## src/rtl/mem_access_ctrl.sv

```systemverilog
// mem_access_ctrl: MEM-stage data-memory req/ack sequencer with stall, lane steering and load extension
// Defining MEM_PERF_CNT_EN builds a saturating stall-cycle counter on StallCycles.
module mem_access_ctrl #(
  parameter int TIMEOUT_CYCLES = 15,
  parameter int ADDR_W = 32
) (
  input  logic              Clk,
  input  logic              Rst_n,
  input  logic              MemReadIn,
  input  logic              MemWriteIn,
  input  logic [1:0]        bytes2LoadIn,
  input  logic [1:0]        bytes2StoreIn,
  input  logic              LoadSignedIn,
  input  logic [31:0]       ALUResultIn,
  input  logic [31:0]       StoreDataIn,
  output logic              MemReq,
  output logic              MemWe,
  output logic [ADDR_W-1:0] MemAddr,
  output logic [3:0]        MemByteEn,
  output logic [31:0]       MemWData,
  input  logic              MemAck,
  input  logic [31:0]       MemRData,
  output logic              Stall,
  output logic [31:0]       LoadDataOut,
  output logic              LoadValid,
  output logic              MisalignErr,
  output logic              BusErr,
  output logic [31:0]       StallCycles
);
  typedef enum logic [1:0] {IDLE, BUSY, DONE} state_t;
  localparam logic [7:0] TMO_LAST = 8'(TIMEOUT_CYCLES - 1);
  state_t state;
  logic [7:0] cnt;
  logic is_load, ld_signed;
  logic [1:0] ld_size, ld_off;
  logic access, aligned;
  logic [1:0] size, a;
  logic [3:0] be;
  logic [31:0] wdata, ext;
  logic [15:0] sh;
  always_comb begin
    access = MemReadIn | MemWriteIn;
    size = MemWriteIn ? bytes2StoreIn : bytes2LoadIn;
    a = ALUResultIn[1:0];
    aligned = size == 2'b10 || (size == 2'b01 ? !a[0] : a == 2'b00);
    be = size == 2'b10 ? 4'b0001 << a : size == 2'b01 ? 4'b0011 << a : 4'b1111;
    wdata = size == 2'b10 ? {4{StoreDataIn[7:0]}} : size == 2'b01 ? {2{StoreDataIn[15:0]}} : StoreDataIn;
    sh = 16'(MemRData >> {ld_off, 3'b000});
    ext = ld_size == 2'b10 ? {{24{ld_signed & sh[7]}}, sh[7:0]} :
          ld_size == 2'b01 ? {{16{ld_signed & sh[15]}}, sh} : MemRData;
  end
  // Gated with Rst_n so a reset drops the stall at once even while EX/MEM still holds the access
  assign Stall = Rst_n && (state == BUSY || (state == IDLE && access && aligned));
  assign MisalignErr = Rst_n && state == IDLE && access && !aligned;
  always_ff @(posedge Clk or negedge Rst_n) begin
    if (!Rst_n) begin
      state <= IDLE;
      cnt <= '0;
      MemReq <= 1'b0;
      MemWe <= 1'b0;
      MemAddr <= '0;
      MemByteEn <= '0;
      MemWData <= '0;
      LoadDataOut <= '0;
      LoadValid <= 1'b0;
      BusErr <= 1'b0;
      is_load <= 1'b0;
      ld_signed <= 1'b0;
      ld_size <= '0;
      ld_off <= '0;
    end else begin
      LoadValid <= 1'b0;
      BusErr <= 1'b0;
      case (state)
        IDLE: if (access && aligned) begin
          MemAddr <= {ALUResultIn[ADDR_W-1:2], 2'b00};
          MemWe <= MemWriteIn;
          MemByteEn <= be;
          MemWData <= wdata;
          is_load <= !MemWriteIn;
          ld_size <= size;
          ld_off <= a;
          ld_signed <= LoadSignedIn;
          MemReq <= 1'b1;
          cnt <= '0;
          state <= BUSY;
        end
        BUSY: if (MemAck) begin
          MemReq <= 1'b0;
          LoadValid <= is_load;
          if (is_load) LoadDataOut <= ext;
          state <= DONE;
        end else if (cnt == TMO_LAST) begin
          MemReq <= 1'b0;
          BusErr <= 1'b1;
          LoadValid <= is_load;
          if (is_load) LoadDataOut <= '0;
          state <= DONE;
        end else cnt <= cnt + 8'd1;
        DONE: begin
          cnt <= '0;
          state <= IDLE;
        end
        default: state <= IDLE;
      endcase
    end
  end
`ifdef MEM_PERF_CNT_EN
  always_ff @(posedge Clk or negedge Rst_n) begin
    if (!Rst_n) StallCycles <= '0;
    else if (Stall && StallCycles != '1) StallCycles <= StallCycles + 32'd1;
  end
`else
  assign StallCycles = '0;
`endif
endmodule

```

## config.mk

```make
export PLATFORM = sky130hd
export DESIGN_NAME = mem_access_ctrl
export DESIGN_NICKNAME = d
export VERILOG_FILES = /design/src/rtl/mem_access_ctrl.sv
export SDC_FILE = /design/constraint.sdc
export NUM_CORES = 1
export LEC_CHECK = 0
export ABC_AREA = 1
export CORE_ASPECT_RATIO = 0.9
export CORE_UTILIZATION = 44
export CTS_BUF_LIST = sky130_fd_sc_hd__clkbuf_8
export DETAILED_ROUTE_END_ITERATION = 8
export DONT_BUFFER_PORTS = 1
export PLACE_DENSITY_LB_ADDON = 0.15
export SYNTH_ARGS = -nofsm -noshare
export SYNTH_HDL_FRONTEND = slang
export SYNTH_SLANG_ARGS = --single-unit
```

## constraint.sdc

```tcl
create_clock -name Clk -period 3.28 [get_ports Clk]
set_input_delay 0.984 -clock Clk [delete_from_list [all_inputs] [get_ports Clk]]
set_output_delay 0.984 -clock Clk [all_outputs]
set_load 0.1 [all_outputs]
```

After elaboration in Yosys (flattened, before gate mapping)
Cells that the tools add are included.

Reductions and logical operators: 22. Shift operators: 3. $add $sub $neg: 1. Multiplexer cells: 30. Bitwise logic cells: 3. Equal/unequal tests: 11.

Operators by type and width (count): $mux W32 (8); $shr A32 B5 Y16 (1); $mux W8 (3); $pmux W8 S3 (1); $mux W1 (10); $add A8 B1 Y8 const B (1); $eq A8 B4 Y1 const B (1); $mux W2 (4); $mux W4 (2); $logic_and A1 B1 Y1 (7); $eq A2 B1 Y1 const B (3); $eq A2 B2 Y1 const B (3); $reduce_and A3 Y1 (2); $logic_not A2 Y1 (2); $ne A2 B2 Y1 const B (2); $pmux W2 S2 (1); $reduce_and A2 Y1 (2); $reduce_and A4 Y1 (1); $reduce_bool A2 Y1 (2); $shl A1 B2 Y4 const A (1); $shl A2 B2 Y4 const A (1); $logic_not A1 Y1 (3); $ne A3 B2 Y1 const B (1); $reduce_bool A3 Y1 (1); 5 further kinds (7).

Word-level logic and storage cells: 84. Bits of input ports: 106. Register bits: 118.

Longest topological paths before layout
Gate-level depths: netlist of the first run.

Depth after elaboration: 7. Mapped depth: 12.

Worst setup path before layout of the first run
OpenSTA, ideal clock, no wires.

Kind: in2out. Start: in MemWriteIn. End: out Stall. Arrival: 3.901 ns. Required time: 2.296 ns. Stages: 9. Slack: -1.605 ns. Buffers on the path: 1. Path through: inv_2 -> nand2_1 -> nand2_1 -> nand2_2 -> nand3_1 -> and2_4 -> nand2_4 -> buf_6 -> a21boi_0.

Word-level cells in the longest chain between the ends: 7.

RTL lines: from (decl) (line 10) `input logic MemWriteIn,`; $mux W2 (line 43) `size = MemWriteIn ? bytes2StoreIn : bytes2LoadIn;`; $eq A2 B1 Y1 (line 45) `aligned = size == 2'b10 || (size == 2'b01 ? !a[0] : a == 2'b00);`; $mux W1 (line 45); $logic_or A1 B1 Y1 (line 45); $logic_and A1 B1 Y1 (*) (line 53) `assign Stall = Rst_n && (state == BUSY || (state == IDLE && access && aligned));`; $logic_or A1 B1 Y1 (*) (line 53); $logic_and A1 B1 Y1 (*) (line 53); to (decl) (line 23) `output logic Stall,`.

Every way passes the cells marked *; elsewhere a longest branch is shown, timed or not.

Final worst setup path of the first run
Start: in ALUResultIn[1]. End: out Stall.

Word-level cells in the longest chain between the ends: 6.

RTL lines: from (decl) (line 14) `input logic [31:0] ALUResultIn,`; $logic_not A2 Y1 (line 45); $mux W1 (line 45); $logic_or A1 B1 Y1 (line 45); $logic_and A1 B1 Y1 (line 53); $logic_or A1 B1 Y1 (line 53); $logic_and A1 B1 Y1 (line 53).

Every way passes these cells.

==> results.md, run 1 <==
- Num rows: 40
- Post-route clock period utilization: 89.6%
- CTS hold repair buffers: 0
- Dominant cells by area after synthesis: dfrtp_1, nand2_1, o21ai_0
- RR Startpoint: ld_off[1]
- Compound-Gate Fraction of Synth Area: between 8 and 9%
- Area of the mapped netlist: 6090 um^2
- Core area: 13400 um^2
- Area Overhead vs Synth: 7.32%
- Highest clock rate: 0.340 GHz
- Routed Antenna Nets: 0
- Share of the synthesized area in the top cell type: between 40% and 50%
- TNS Setup: 0 ps
- Nets: 930
- Dpl cells: 967
- Sequential cell area fraction in the yosys report: 48.5%
- CTS clk-pin slew, worst paths: approximately 60 ps
- EDFF count, synth: 0
- Final hold violations: 0
- Final WL: 15500 um
- CTS Sinks: 118
- Most frequent CP cell: inv_1
- Via count: 5061
- Fin. max-slew vios: 0
- Crit end category: output pin
- Slowest CP cell: buf_12
- Min Tclk post-route: 2940 ps
- Clock Path Buffers: 2
- Via count of the first global-routing pass: 4723
- Root Driver: clkbuf_8
- Worst hold path type: in2async
- Die Y: roughly 110 um
- Worst Setup SP: ALUResultIn[1]
- Outcome: completed
- Cells along the critical path: inv_1 > ha_1 > inv_1 > nand3_2 > and2_4 > nand2_4 > a21boi_4 > buf_12
- Yosys warns: 0
- CP Class: in2out
- Worst Path Arrival: 1960 ps
- Ys async rst share: between 90% and 100%
- Gr usage total: between 20% and 30%
- Post-CTS Setup Repair Bufs: 0
- Crit-path max FO: 4
- Startpoint Class: input port
- Max stage delay on crit path: around 190 ps
- Unrepaired setup endpoints after global routing: no
- Initial drt markers: 409
- CTS tree: built
- # DRC: 0
- Synth Area in Adders: between 1 and 1.5%
- Cells after Synth: 820
- Register-to-register setup slack: 1110 ps
- Die area: 14300 um^2
- Cell taking the most area after synthesis: dfrtp_1
- Starting density of the core: 45.4%
- CTS H-Tree Depth: 4
- TritonCTS Buffers: 17
- Post-cts resize count: 0
- Worst Path Buf+Inv: 3
- Synth Flop Type: dfrtp_1
- # setup viols final: 0
- Avg Cell Area, Syn: ~7.4 um^2
- Xor/xnor share of the synthesized area: 0.144%
- Routability cong.: between 0.8 and 0.9
- Post-Synth Simple-Gate Area: 30.3%
- Final Instance Count excl. Fillers: 999
- I/O Pins: 244
- Worst Tran Pin Value: 955 ps
- Worst clock skew: 9.99 ps
- ANT cells: 0
- Wire per inst: roughly 16 um
- Vias per cell: 5.07
- DP Worst Slack: 326 ps
- First-pass GRT wire length: 24700 um
- First-pass DRT Iterations: 4
- Final setup margin: 340 ps
- Dpl hpwl: 11100 um
- PortBufs: 0
- Worst-skew pair later-pin latency: 450 ps
- Antenna violations before repair: 0
- Seq cells post-synth: 118
- GRT overflow: 0
- Delay-heaviest family, CP: buffers and inverters
- Most frequent cells after synthesis: nand2_1, dfrtp_1, o21ai_0, inv_1, buf_4
- Count leader, synth: nand2_1
- Count of cell types in the netlist: 27
- Util after Layout: 48.7%
- Die width: about 130 um
- Combinational family with the most area after synthesis: simple AND/OR/NAND/NOR gates
- RR Endpoint: LoadDataOut[22]
- Layout cells sized above 1: 7.22%
- Multiplexer area fraction after synthesis: 0%
- Number of max-cap violations: 0
- Largest net degree at the start of global routing: 121
- R2r worst-path depth: 7
- Relative slew margins: 36.3%
- Req. time, crit path: 2300 ps
## metal layers
metal	part of all wire [%]	GRT usage, %	vias to the layer above
met5	0	0	-
met4	1.6	8.19	0
met3	9.4	9.38	23
met2	46	34.2	194
met1	43	28.5	2364
li1	-	-	2480
## layout make-up
class | instances | area (um^2)
timing repair buffer | 11 | 108
fill | 1373 | 6880
inverter | 59 | 221
clock inverter | 12 | 151
multi-input combinational | 611 | 2610
tap | 168 | 210
sequential | 118 | 2950
clock buffer | 20 | 275
## kinds of logic after synthesis
| kind of cell | count (synthesis) |
|---|---|
| DFF | 118 |
| xor gates and xnor gates | 1 |
| AOI/OAI and AO/OA | 101 |
| other | 1 |
| adders and majority gates | 6 |
| buffers and inverters | 124 |
| and+or+nand+nor | 469 |
## state kept, by name (all words and copies together), names as in the netlist
| register | flops |
|---|---|
| ld_size | 2 |
| LoadValid | 1 |
| ld_signed | 1 |
| state | 2 |
| BusErr | 1 |
| MemReq | 1 |
| ld_off | 2 |
| cnt | 8 |
| MemWData | 32 |
| MemAddr | 30 |
| MemByteEn | 4 |
| LoadDataOut | 32 |
| is_load | 1 |
| MemWe | 1 |
## how the worst max path moves through the flow
stage / cells past startpoint / slack, ps / endpoint
after floorplan: 7 / -8 / MisalignErr
after global placement: 8 / 340 / Stall
after detailed placement: 8 / 330 / Stall
final: 8 / 340 / Stall
after CTS: 8 / 330 / Stall
after global routing: 8 / 240 / Stall
## per-stage QoR
stage | instance area, um^2 | hold WS, ps
finish | 6530 | 230
floorplan | 6230 | 453
detailed placement | 6100 | 495
global route | 6530 | 182
global placement | 6100 | 489
CTS | 6530 | 190
## placed cells by master (no fill, tap or decap), drive strengths merged
| cell | instances |
|---|---|
| o211ai | 3 |
| xnor2 | 1 |
| a21oi | 10 |
| a21boi | 1 |
| o21ai | 68 |
| conb | 34 |
| bufinv | 3 |
| buf | 11 |
| o22ai | 19 |
| clkinv | 4 |
| ha | 6 |
| and2 | 1 |
| nor2 | 30 |
| inv | 60 |
| clkbuf | 20 |
| clkinvlp | 4 |
| nor3b | 1 |
| dfrtp | 118 |
| nand2 | 412 |
| nor3 | 5 |
| nand3 | 20 |
Power of run 1 is left out: the tool's default activity adds up to more than one toggle a clock period on the data nets, which glitch-free logic cannot reach.
==> run 2: changes to the inputs <==
--- a/config.mk
+++ b/config.mk
@@ -7,7 +7,7 @@
 export LEC_CHECK = 0
 export ABC_AREA = 1
 export CORE_ASPECT_RATIO = 0.9
-export CORE_UTILIZATION = 44
+export CORE_UTILIZATION = 60
 export CTS_BUF_LIST = sky130_fd_sc_hd__clkbuf_8
 export DETAILED_ROUTE_END_ITERATION = 8
 export DONT_BUFFER_PORTS = 1
==> run 2 against run 1 <==
  * Register-to-register slack got worse by 190 ps
  * Maximum frequency decreased by 2.5%
  * First-iteration DRC count decreased by 28%
  * Clock-buffer cell count decreased by 1
  * Hold slack improved by 23 ps
  * Final cell count decreased by 4.5%
  * Largest cell class unchanged
  * Highest routed layer unchanged
==> results.md, run 2 (synthesis gave the netlist of run 1 again) <==
- Outcome: completed
- # setup viols final: 0 (unchanged)
- Worst clock skew: 9.29 ps (-0.698 ps)
- First-pass DRT Iterations: 5 (+1)
- Grt met3 use: 9.79% (+0.41 points)
- Commonest non-fill, non-tap cell in the layout: nand2_1
- CTS clk-pin slew, worst paths: 80 ps (+20 ps)
- GRT overflow: 0 (unchanged)
- CP Class: in2out
- Clock Path Buffers: 2 (unchanged)
- Number of max-cap violations: 0 (unchanged)
- Crit-path max FO: 4 (unchanged)
- Routability cong.: 0.919 (+7.7%)
- Die Y: 97.5 um (-14%)
- Grt met2 use: 47.5% (+13 points)
- Worst Path Arrival: 2030 ps (+70 ps)
- Area Overhead vs Synth: 5.41%
- Gr usage total: 29.7% (+7.3 points)
- Met1 usage in global routing: 37.2% (+8.7 points)
- Relative slew margins: 32.0% (-4.4 points)
- Starting density of the core: 62.5% (+17 points)
- Worst-skew pair later-pin latency: 420 ps (-30 ps)
- Post-CTS Setup Repair Bufs: 0 (unchanged)
- Vias per cell: 5.32 (+5.1%)
- Area after DPL: 6030 um^2 (-1.2%)
- Num rows: 34 (-15%)
- RR Endpoint: LoadDataOut[18]
- Via count of the first global-routing pass: 4955 (+4.9%)
- Worst Tran Pin Value: 1020 ps (+65.8 ps)
- ANT cells: 0 (unchanged)
- I/O Pins: 244 (unchanged)
- Req. time, crit path: 2300 ps (about the same)
- Wire per inst: 15.8 um (+1.9%)
- Final hold violations: 0 (unchanged)
- Fin. max-slew vios: 0 (unchanged)
- CTS Sinks: 118 (unchanged)
- CTS tree: built
- Initial drt markers: 296 (-28%)
- Routed Antenna Nets: 0 (unchanged)
- # DRC: 0 (unchanged)
- DP Worst Slack: 275 ps (-51.3 ps)
- Layout cells sized above 1: 6.88% (-0.34 points)
- Die width: 108 um (-14%)
- Most frequent cells in the layout: nand2_1, dfrtp_1, o21ai_0, inv_1, conb_1
- R2r worst-path depth: 6 (-1)
- Nets: 927 (-0.32%)
- Highest clock rate: 0.331 GHz (-2.5%)
- CTS hold repair buffers: 0 (unchanged)
- Worst hold path type: in2async
- Die area: 10600 um^2 (-26%)
- CTS H-Tree Depth: 4 (unchanged)
- Antenna violations before repair: 0 (unchanged)
- PortBufs: 0 (unchanged)
- Root Driver: clkbuf_8
- Startpoint Class: input port
- Min Tclk post-route: 3020 ps (+76.9 ps)
- First-pass GRT wire length: 24200 um (-1.9%)
- Register-to-register setup slack: 920 ps (-190 ps)
- Busiest grt layer: met2
- Dpl hpwl: 10500 um (-5.3%)
- Largest net degree at the start of global routing: 121 (unchanged)
- Unrepaired setup endpoints after global routing: no
- Crit end category: output pin
- Fin area: 6410 um^2 (-1.8%)
- RR Startpoint: ld_off[0]
- Post-cts resize count: 0 (unchanged)
- Post-route clock period utilization: 92.0% (+2.3 points)
- Final WL: 15100 um (-2.7%)
- Final setup margin: 263 ps (-76.9 ps)
- TritonCTS Buffers: 17 (unchanged)
- Top flop regs: LoadDataOut (32), MemWData (32), MemAddr (30)
- Via count: 5080 (+0.38%)
- Core area: 9740 um^2 (-27%)
[run 2: area by class of cell]
cell class / count / area (um^2)
inverter: 59 / 221
tap: 126 / 158
timing repair buffer: 8 / 85.1
fill: 826 / 3330
sequential: 118 / 2950
multi-input combinational: 611 / 2610
clock buffer: 19 / 262
clock inverter: 13 / 124
[run 2: per-stage QoR]
stage / setup TNS [ps] / hold slack, ps / utilization [%] / instances
finish: 0 / 253 / 65.8 / 954
floorplan: -13.8 / 453 / - / 853
CTS: 0 / 232 / 65.8 / 954
global route: 0 / 214 / 65.8 / 954
detailed placement: 0 / 498 / 61.9 / 922
global placement: 0 / 488 / 61.9 / 922
[run 2: worst max-delay path by stage]
| stage | cells past startpoint | endpoint | start |
|---|---|---|---|
| global placement | 8 | Stall | ALUResultIn[1] |
| finish | 8 | Stall | ALUResultIn[1] |
| CTS | 8 | Stall | ALUResultIn[1] |
| floorplan | 7 | MisalignErr | MemWriteIn |
| global route | 9 | Stall | MemWriteIn |
| detailed placement | 8 | Stall | ALUResultIn[1] |
[run 2: metal layers]
| layer | vias up | share of wire (%) | wire, um |
|---|---|---|---|
| li1 | 2469 | - | - |
| met1 | 2362 | 40 | 6110 |
| met2 | 218 | 48 | 7230 |
| met3 | 31 | 9.2 | 1390 |
| met4 | 0 | 2.6 | 393 |
| met5 | - | 0 | 0 |
[run 2: critical path: stages]
cell and delay, ps:
inv_1 90, ha_1 180, inv_1 60, nand3_2 80
and2_4 170, nand2_4 70, a21boi_4 190, buf_12 190
Power of run 2 is left out for the same reason.
